## config.mk

```make
export PLATFORM = sky130hd
export DESIGN_NAME = pipeline_ctrl
export DESIGN_NICKNAME = d
export VERILOG_FILES = /design/src/rtl/cpu_types_pkg.sv /design/src/rtl/load_use_detect.sv /design/src/rtl/pipeline_ctrl.sv
export SDC_FILE = /design/constraint.sdc
export NUM_CORES = 1
export LEC_CHECK = 0
export CORE_ASPECT_RATIO = 0.8
export CORE_UTILIZATION = 43
export DETAILED_ROUTE_END_ITERATION = 7
export PLACE_DENSITY = 0.83
export SETUP_SLACK_MARGIN = 0.15
export SLEW_MARGIN = 10
export SYNTH_ARGS = -nofsm -noshare
export SYNTH_HDL_FRONTEND = slang
export SYNTH_SLANG_ARGS = --single-unit
```

## constraint.sdc

```tcl
create_clock -name CLK -period 1.95 [get_ports CLK]
set_clock_uncertainty 0.2 [all_clocks]
set_input_delay 0.2925 -clock CLK [delete_from_list [all_inputs] [get_ports CLK]]
set_output_delay 0.2925 -clock CLK [all_outputs]
set_load 0.1 [all_outputs]
```

## src/rtl/cpu_types_pkg.sv

```systemverilog
// Shared pipeline types: stall/flush FSM states, the latch control bundle, and the
// common redirect/load-use/fetch-miss resolution used by pipeline_ctrl.
package cpu_types_pkg;

    typedef enum logic [1:0] {
        RUN     = 2'd0,
        MEMWAIT = 2'd1,
        HALT    = 2'd2
    } pipe_state_t;

    typedef struct packed {
        logic pc_en;
        logic ifid_en;
        logic idex_en;
        logic exmem_en;
        logic memwb_en;
        logic ifid_flush;
        logic idex_flush;
        logic exmem_flush;
    } pipe_ctrl_t;

    localparam int unsigned WAIT_CNT_W = 16;
    localparam pipe_ctrl_t  CTRL_FREEZE = '0;

    // Redirect beats load-use, which beats a fetch miss; the default is a free-running advance.
    function automatic pipe_ctrl_t resolve_hazards(input logic redirect,
                                                   input logic load_use,
                                                   input logic ihit);
        pipe_ctrl_t c;
        c = '{pc_en: 1'b1, ifid_en: 1'b1, idex_en: 1'b1, exmem_en: 1'b1, memwb_en: 1'b1,
              ifid_flush: 1'b0, idex_flush: 1'b0, exmem_flush: 1'b0};
        if (redirect) begin
            c.ifid_flush  = 1'b1;
            c.idex_flush  = 1'b1;
            c.exmem_flush = 1'b1;
        end else if (load_use) begin
            c.pc_en      = 1'b0;
            c.ifid_en    = 1'b0;
            c.idex_flush = 1'b1;
        end else if (!ihit) begin
            c.pc_en      = 1'b0;
            c.ifid_flush = 1'b1;
        end
        return c;
    endfunction

endpackage

```

## src/rtl/load_use_detect.sv

```systemverilog
// Combinational load-use hazard compare between the ID/EX load and the IF/ID sources.
module load_use_detect (
    input  logic       idex_dload,
    input  logic [4:0] idex_rt,
    input  logic [4:0] ifid_rs,
    input  logic [4:0] ifid_rt,
    output logic       hazard
);

    // $zero is never a real dependency.
    assign hazard = idex_dload && (idex_rt != 5'd0) &&
                    ((idex_rt == ifid_rs) || (idex_rt == ifid_rt));

endmodule

```

## src/rtl/pipeline_ctrl.sv

```systemverilog
// Stall/flush sequencer for the 5-stage pipeline with sticky halt and memory-wait watchdog.
// Optional PIPE_PERF_EN adds stall and redirect-flush event counters.
module pipeline_ctrl
    import cpu_types_pkg::*;
#(
    parameter int unsigned TIMEOUT = 255
) (
    input  logic        CLK,
    input  logic        RST,
    input  logic        ihit,
    input  logic        dhit,
    input  logic        dmem_req,
    input  logic        redirect,
    input  logic        idex_dload,
    input  logic [4:0]  idex_rt,
    input  logic [4:0]  ifid_rs,
    input  logic [4:0]  ifid_rt,
    input  logic        wb_halt,
    output logic        pc_en,
    output logic        ifid_en,
    output logic        idex_en,
    output logic        exmem_en,
    output logic        memwb_en,
    output logic        ifid_flush,
    output logic        idex_flush,
    output logic        exmem_flush,
    output logic        halted_o,
    output logic        err_o
`ifdef PIPE_PERF_EN
    ,
    output logic [31:0] stall_cnt_o,
    output logic [31:0] flush_cnt_o
`endif
);

    pipe_state_t             state_q, state_d;
    logic [WAIT_CNT_W-1:0]   cnt_q, cnt_d;
    logic                    err_q, err_d;
    logic                    load_use;
    logic                    halted;
    pipe_ctrl_t              ctrl;

    load_use_detect u_load_use_detect (
        .idex_dload (idex_dload),
        .idex_rt    (idex_rt),
        .ifid_rs    (ifid_rs),
        .ifid_rt    (ifid_rt),
        .hazard     (load_use)
    );

    always_comb begin
        ctrl    = CTRL_FREEZE;
        state_d = state_q;
        cnt_d   = cnt_q;
        err_d   = err_q;
        halted  = 1'b0;
        unique case (state_q)
            RUN: begin
                if (wb_halt) begin
                    state_d = HALT;
                end else if (dmem_req && !dhit) begin
                    state_d = MEMWAIT;
                    cnt_d   = WAIT_CNT_W'(1);
                end else begin
                    ctrl = resolve_hazards(redirect, load_use, ihit);
                end
            end
            MEMWAIT: begin
                if (!dhit) begin
                    if (cnt_q != '1) cnt_d = cnt_q + WAIT_CNT_W'(1);
                    if (cnt_q == WAIT_CNT_W'(TIMEOUT)) err_d = 1'b1;
                end else begin
                    ctrl    = resolve_hazards(redirect, load_use, ihit);
                    state_d = RUN;
                    cnt_d   = '0;
                end
            end
            HALT: halted = 1'b1;
            default: state_d = RUN;
        endcase
        // Everything reads as idle during the reset cycle.
        if (RST) begin
            ctrl   = CTRL_FREEZE;
            halted = 1'b0;
        end
    end

    always_ff @(posedge CLK) begin
        if (RST) begin
            state_q <= RUN;
            cnt_q   <= '0;
            err_q   <= 1'b0;
        end else begin
            state_q <= state_d;
            cnt_q   <= cnt_d;
            err_q   <= err_d;
        end
    end

    assign pc_en       = ctrl.pc_en;
    assign ifid_en     = ctrl.ifid_en;
    assign idex_en     = ctrl.idex_en;
    assign exmem_en    = ctrl.exmem_en;
    assign memwb_en    = ctrl.memwb_en;
    assign ifid_flush  = ctrl.ifid_flush;
    assign idex_flush  = ctrl.idex_flush;
    assign exmem_flush = ctrl.exmem_flush;
    assign halted_o    = halted;
    assign err_o       = err_q && !RST;

`ifdef PIPE_PERF_EN
    logic [31:0] stall_cnt_q, flush_cnt_q;

    // Only a redirect raises exmem_flush, so it marks a redirect that actually took effect.
    always_ff @(posedge CLK) begin
        if (RST) begin
            stall_cnt_q <= '0;
            flush_cnt_q <= '0;
        end else if (state_q != HALT) begin
            if (!ctrl.pc_en)      stall_cnt_q <= stall_cnt_q + 32'd1;
            if (ctrl.exmem_flush) flush_cnt_q <= flush_cnt_q + 32'd1;
        end
    end

    assign stall_cnt_o = stall_cnt_q;
    assign flush_cnt_o = flush_cnt_q;
`endif

endmodule

```

# Yosys cells after proc, flatten, opt, wreduce, memory -nomap -nowiden
# Cells that the tools add are included.
dict set report word_totals {
  latchBits 0
  memories 0
  input_bits 23
  register_bits 19
  mem_bits_rw 0
  romBits 0
}
dict set report op_classes {
  n_eq_ne 11
  shift 0
  mul 0
  mux 25
  magnitude_cmp 0
  addsub 1
  div 0
  n_bitwise 2
  reduce_logical 13
}
# operator n
set op_table {}
lappend op_table {{16-bit two-way mux} 4}
lappend op_table {{8-bit two-way mux} 4}
lappend op_table {{16-bit one-hot mux with 2 select lines} 1}
lappend op_table {{16-bit by 1-bit adder with 16-bit output (second input constant)} 1}
lappend op_table {{16-bit by 8-bit equality test with 1-bit output (second input constant)} 1}
lappend op_table {{16-bit inequality test (second input constant)} 1}
lappend op_table {{8-bit one-hot mux with 2 select lines} 1}
lappend op_table {{5-bit equality test} 2}
lappend op_table {{2-bit two-way mux} 5}
lappend op_table {{1-bit two-way mux} 9}
lappend op_table {{2-bit inequality test (second input constant)} 3}
lappend op_table {{3-bit inequality test (second input constant)} 2}
lappend op_table {{2-bit one-hot mux with 3 select lines} 1}
lappend op_table {{3-bit AND reduction} 2}
lappend op_table {{5-bit nonzero test} 1}
lappend op_table {{1-bit logical AND} 4}
lappend op_table {{4-bit AND reduction} 1}
lappend op_table {{2-bit by 1-bit equality test with 1-bit output (second input constant)} 1}
lappend op_table {{2-bit equality test (second input constant)} 1}
lappend op_table {{1-bit logical NOT} 2}
lappend op_table {{2-bit logical NOT} 1}
lappend op_table {{1-bit NOT} 2}
lappend op_table {{2-bit nonzero test} 1}
lappend op_table {{1-bit logical OR} 1}

# Logic depth before layout (Yosys ltp)
dict set report depth {
  depth_word 9
  ltp_mapped 6
}

# By module
# A second synthesis with hierarchy kept.
dict set report hier_totals {
  cells_unflattened 148
  hier_area_um2 1216.2
}
# module instances cells_each area_each_um2
set modules_own_cells {}
lappend modules_own_cells {pipeline_ctrl 1 131 1091.0}
lappend modules_own_cells {load_use_detect 1 17 125.1}

# Least setup slack after synthesis
# OpenSTA, ideal clock, no wires.
dict set report synth_timing {
  path_type {input to output}
  start {input port RST}
  end {output port idex_flush}
  required_ns 1.457
  path_stages 4
  setup_slack_ns -1.892
  n_path_buf 1
  arrival_ns 3.349
  cell_sequence {buf_6 > nor2_1 > o221a_2 > a21boi_0}
}
dict set report synth_via {
  elab_chain_cells 1
}
# item line_no
set synth_rtl {}
lappend synth_rtl {{start, declared} pipeline_ctrl.sv:9} ;# input logic RST,
lappend synth_rtl {{8-bit two-way mux} pipeline_ctrl.sv:82} ;# if (RST) begin
lappend synth_rtl {{end, declared} pipeline_ctrl.sv:25} ;# output logic idex_flush,
# No other way between the ends.

# Final worst setup path
dict set report layout_timing {
  start {input port ifid_rs[3]}
  end {output port ifid_en}
}
dict set report layout_via {
  elab_chain_cells 9
  word_cells_on_any_way 10
}
# item line_no
set layout_rtl {}
lappend layout_rtl {{start, declared} pipeline_ctrl.sv:16} ;# input logic [4:0] ifid_rs,
lappend layout_rtl {{5-bit equality test (*)} load_use_detect.sv:12} ;# ((idex_rt == ifid_rs) || (idex_rt == ifid_rt));
lappend layout_rtl {{1-bit logical OR (*)} load_use_detect.sv:12}
lappend layout_rtl {{1-bit logical AND (*)} load_use_detect.sv:11} ;# assign hazard = idex_dload && (idex_rt != 5'd0) &&
lappend layout_rtl {{1-bit two-way mux (*)} cpu_types_pkg.sv:36} ;# end else if (load_use) begin
lappend layout_rtl {{2-bit two-way mux (*)} cpu_types_pkg.sv:32} ;# if (redirect) begin
lappend layout_rtl {{8-bit two-way mux} pipeline_ctrl.sv:61} ;# end else if (dmem_req && !dhit) begin
lappend layout_rtl {{8-bit two-way mux} pipeline_ctrl.sv:59} ;# if (wb_halt) begin
lappend layout_rtl {{8-bit one-hot mux with 2 select lines (*)} pipeline_ctrl.sv:57} ;# unique case (state_q)
lappend layout_rtl {{8-bit two-way mux (*)} pipeline_ctrl.sv:82}
lappend layout_rtl {{end, declared} pipeline_ctrl.sv:20} ;# output logic ifid_en,
# Every way passes the cells marked *; elsewhere a longest branch is shown, timed or not.

==> flow_summary.toml <==
[logic_synthesis]
ys_seq_elements = 19
synth-main-ff-cell = "dfxtp_1"
synth_warnings = 0
ys_top_cells_by_count = "nor2_1, dfxtp_1, xnor2_1"
synthDistinctLibCells = 41
synth_edf_count = 0
syn_area_per_cell_sq_um = 8.547
yosysSeqAreaShare_pct = 30.07
syn-num-nets = 172
synthCells = 148
async_flop_share_pct = 0
yosysMostFrequentCell = "nor2_1"
netlist.area_leader.share_pct = 30.07
ys_top_cells_by_area = "dfxtp_1, xnor2_1, nor2_1"
yosys.area.top_type = "dfxtp_1"
syn_area_sq_um = 1265

[worst_setup_path]
path_max_fanout = 3
cp-start-kind = "primary input"
crit_path_end_kind = "output port"
path_class = "in -> out"
critPathRequiredTime_ns = 1.46
cp.arrival_ns = 1.70

[final_layout]
multi_input_area_sq_um = 1247
antenna_cells_inserted = 0
regArea_sq_um = 407.9
fin_nets = 254
fillers = 81
drive_gt1_share_pct = 61.57
fin_area_sq_um = 2603
syn_to_final_growth_pct = 105.7

[die]
start_util_pct = 45.40
dieArea_sq_um = 3164
die_h_microns = 50.51
core_area_sq_um = 2786
fp-row-count = 17
ios = 33
die_w_microns = 62.64

[timing]
finalSetupViolCount = 21
tns_ns = -2.319
relSlewSlack_pct = 64.28
min_period_over_period_pct = 112.2
maxSlewViolCount = 0
worst_slack_ns = -0.2378
fmax_mhz = 457.1
fin_crit_ns = 2.188
tightest_slew_ns = 0.5309
hold_viol = 0
grt_setup_unrepaired = "true"

[detailed_routing]
vias = 1905
routed_via_density = 7.135
routed_wl_microns = 7919
antenna_left = 0
first_iter_violations = 334
drc = 1
wl_per_cell_microns = 29.66
drtPass1Iterations = 7

[hold_path]
worstHoldPathType = "in -> reg"

[flow_run]
max_cap_viol_count = 0

[cts]
clock_path_buffers = 2
insertion_delay_ns = 0.27
cts_tree = "built"
htree_num_levels = 1
numCtsBuffers = 3
clk_pin_slew_ns = 0.08
cts_hold_buf = 0
cts_sinks = 19
root_buffer = "clkbuf_8"

[pwr]
seq_power_share_pct = 37.4
finalPower_uw = 1056
vdd_drop_max_uv = 442.2
p_leak_uw = 0.001011
p_int_uw = 691.7
swShare_pct = 34.47
p_clk_share_pct = 28.0
power_density_nw_per_um2 = 405.6
combPwrFrac_pct = 34.6
switchingPower_uw = 363.9

[grt]
grt_max_degree = 11
grt_remaining_overflow = 0
first_global_vias = 1718
grtUsageTotal_pct = 40.50
grt_pass1_wl_microns = 9425
antenna_found_initial = 0

[status]
status = "finished, violations left"
violations = "DRC, setup timing"

[placed_design]
dp_hpwl_microns = 3047
portBuffers = 32
dpl-instance-area_sq_um = 2039
gp_congestion = 0.8908
## flip-flops by register name (all words and copies together) (netlist names)
| signal | count |
|---|---|
| cnt_q | 16 |
| err_q | 1 |
| state_q | 2 |
## cell usage in the layout (no fill, tap or decap), drive strengths merged, types with 2 or more instances in the layout
master         netlist  layout
and3                 4       4
nor3                 6       6
o211ai               2       2
inv                  2       2
clkdlybuf4s50        0       3
a21boi               2       2
nand4                4       4
buf                  6      65
dlygate4sd2          0       6
and4                 2       2
o21ai                4       4
xnor2               17      17
a21oi                8       8
nor2                21      21
nor2b                3       3
xor2                 5       5
nor4                 6       6
a211o                2       2
a211oi               5       5
clkdlybuf4s15        0       6
nand3                6       6
nand2                8       8
clkbuf               0       7
dfxtp               19      19
o221a                2       2
nor3b                2       2
## worst paths after layout
path | start | to | slack [ns] | cells after the start
worst max-delay path | ifid_rs[3] | ifid_en | -0.24 | 6
worst min-delay path | wb_halt | state_q[1] | 0.34 | 3
worst max register to register | state_q[1] | cnt_q[1] | -0.16 | 8
worst min register to register | err_q | err_q | 0.39 | 2
## logic make-up after synthesis
logic type	count (synthesis)	synth area share (%)
AOI/OAI and AO/OA	30	17.31
xor gates and xnor gates	22	15.23
adders and majority gates	1	0.9890
buffers and inverters	8	4.352
DFF	19	30.07
and+or+nand+nor	68	32.05
## area by class of cell
cell class / count / area share, %
Clock buffer: 4 / 1.731
Tap cell: 38 / 1.827
Multi-Input combinational cell: 121 / 47.93
Inverter: 2 / 0.2885
Timing Repair Buffer: 83 / 32.55
Sequential cell: 19 / 15.67
## worst max-delay path, cell delays in order
cell and delay [ns]:
dlygate4sd2_1 0.26, xor2_1 0.32, nor3_4 0.10, o221a_4 0.32, a21boi_4 0.20, buf_12 0.20
## power groups by stage
stage / clock [uW] / sequential, uW / combinational [uW]
floorplan: 0 / 408 / 148
global placement: 0 / 407 / 270
detailed placement: 0 / 408 / 277
CTS: 279 / 395 / 302
global route: 307 / 395 / 369
finish: 296 / 395 / 365
## metal layers
layer | GRT usage, % | part of all wire (%) | vias to the layer above | wire, microns
met1 | 47.30 | 35 | 867 | 2792
li1 | - | - | 705 | -
met3 | 8.636 | 12 | 92 | 974
met4 | 21.32 | 11 | 0 | 894
met2 | 70.11 | 41 | 241 | 3258
met5 | 0 | 0 | - | 0
## stage by stage
step | instances | hold slack, ns | setup WS (ns) | utilization [%]
3_3_place_gp | 240 | 0.2627 | -0.4871 | 73.19
4_1_cts | 254 | 0.3079 | -0.1519 | 84.42
6_report | 267 | 0.3370 | -0.2378 | 93.40
2_1_floorplan | 148 | 0.1637 | -0.2130 | -
3_5_place_dp | 240 | 0.2674 | -0.5444 | 73.19
5_1_grt | 267 | 0.3428 | -0.2458 | 93.40
## repair_timing
item	CTS	global route
setup buffers	9	13
resized for setup	94	39
setup endpoints to repair	26	26
pin swaps	35	23
cloned	1	0
(Power assumes the default switching activity.)
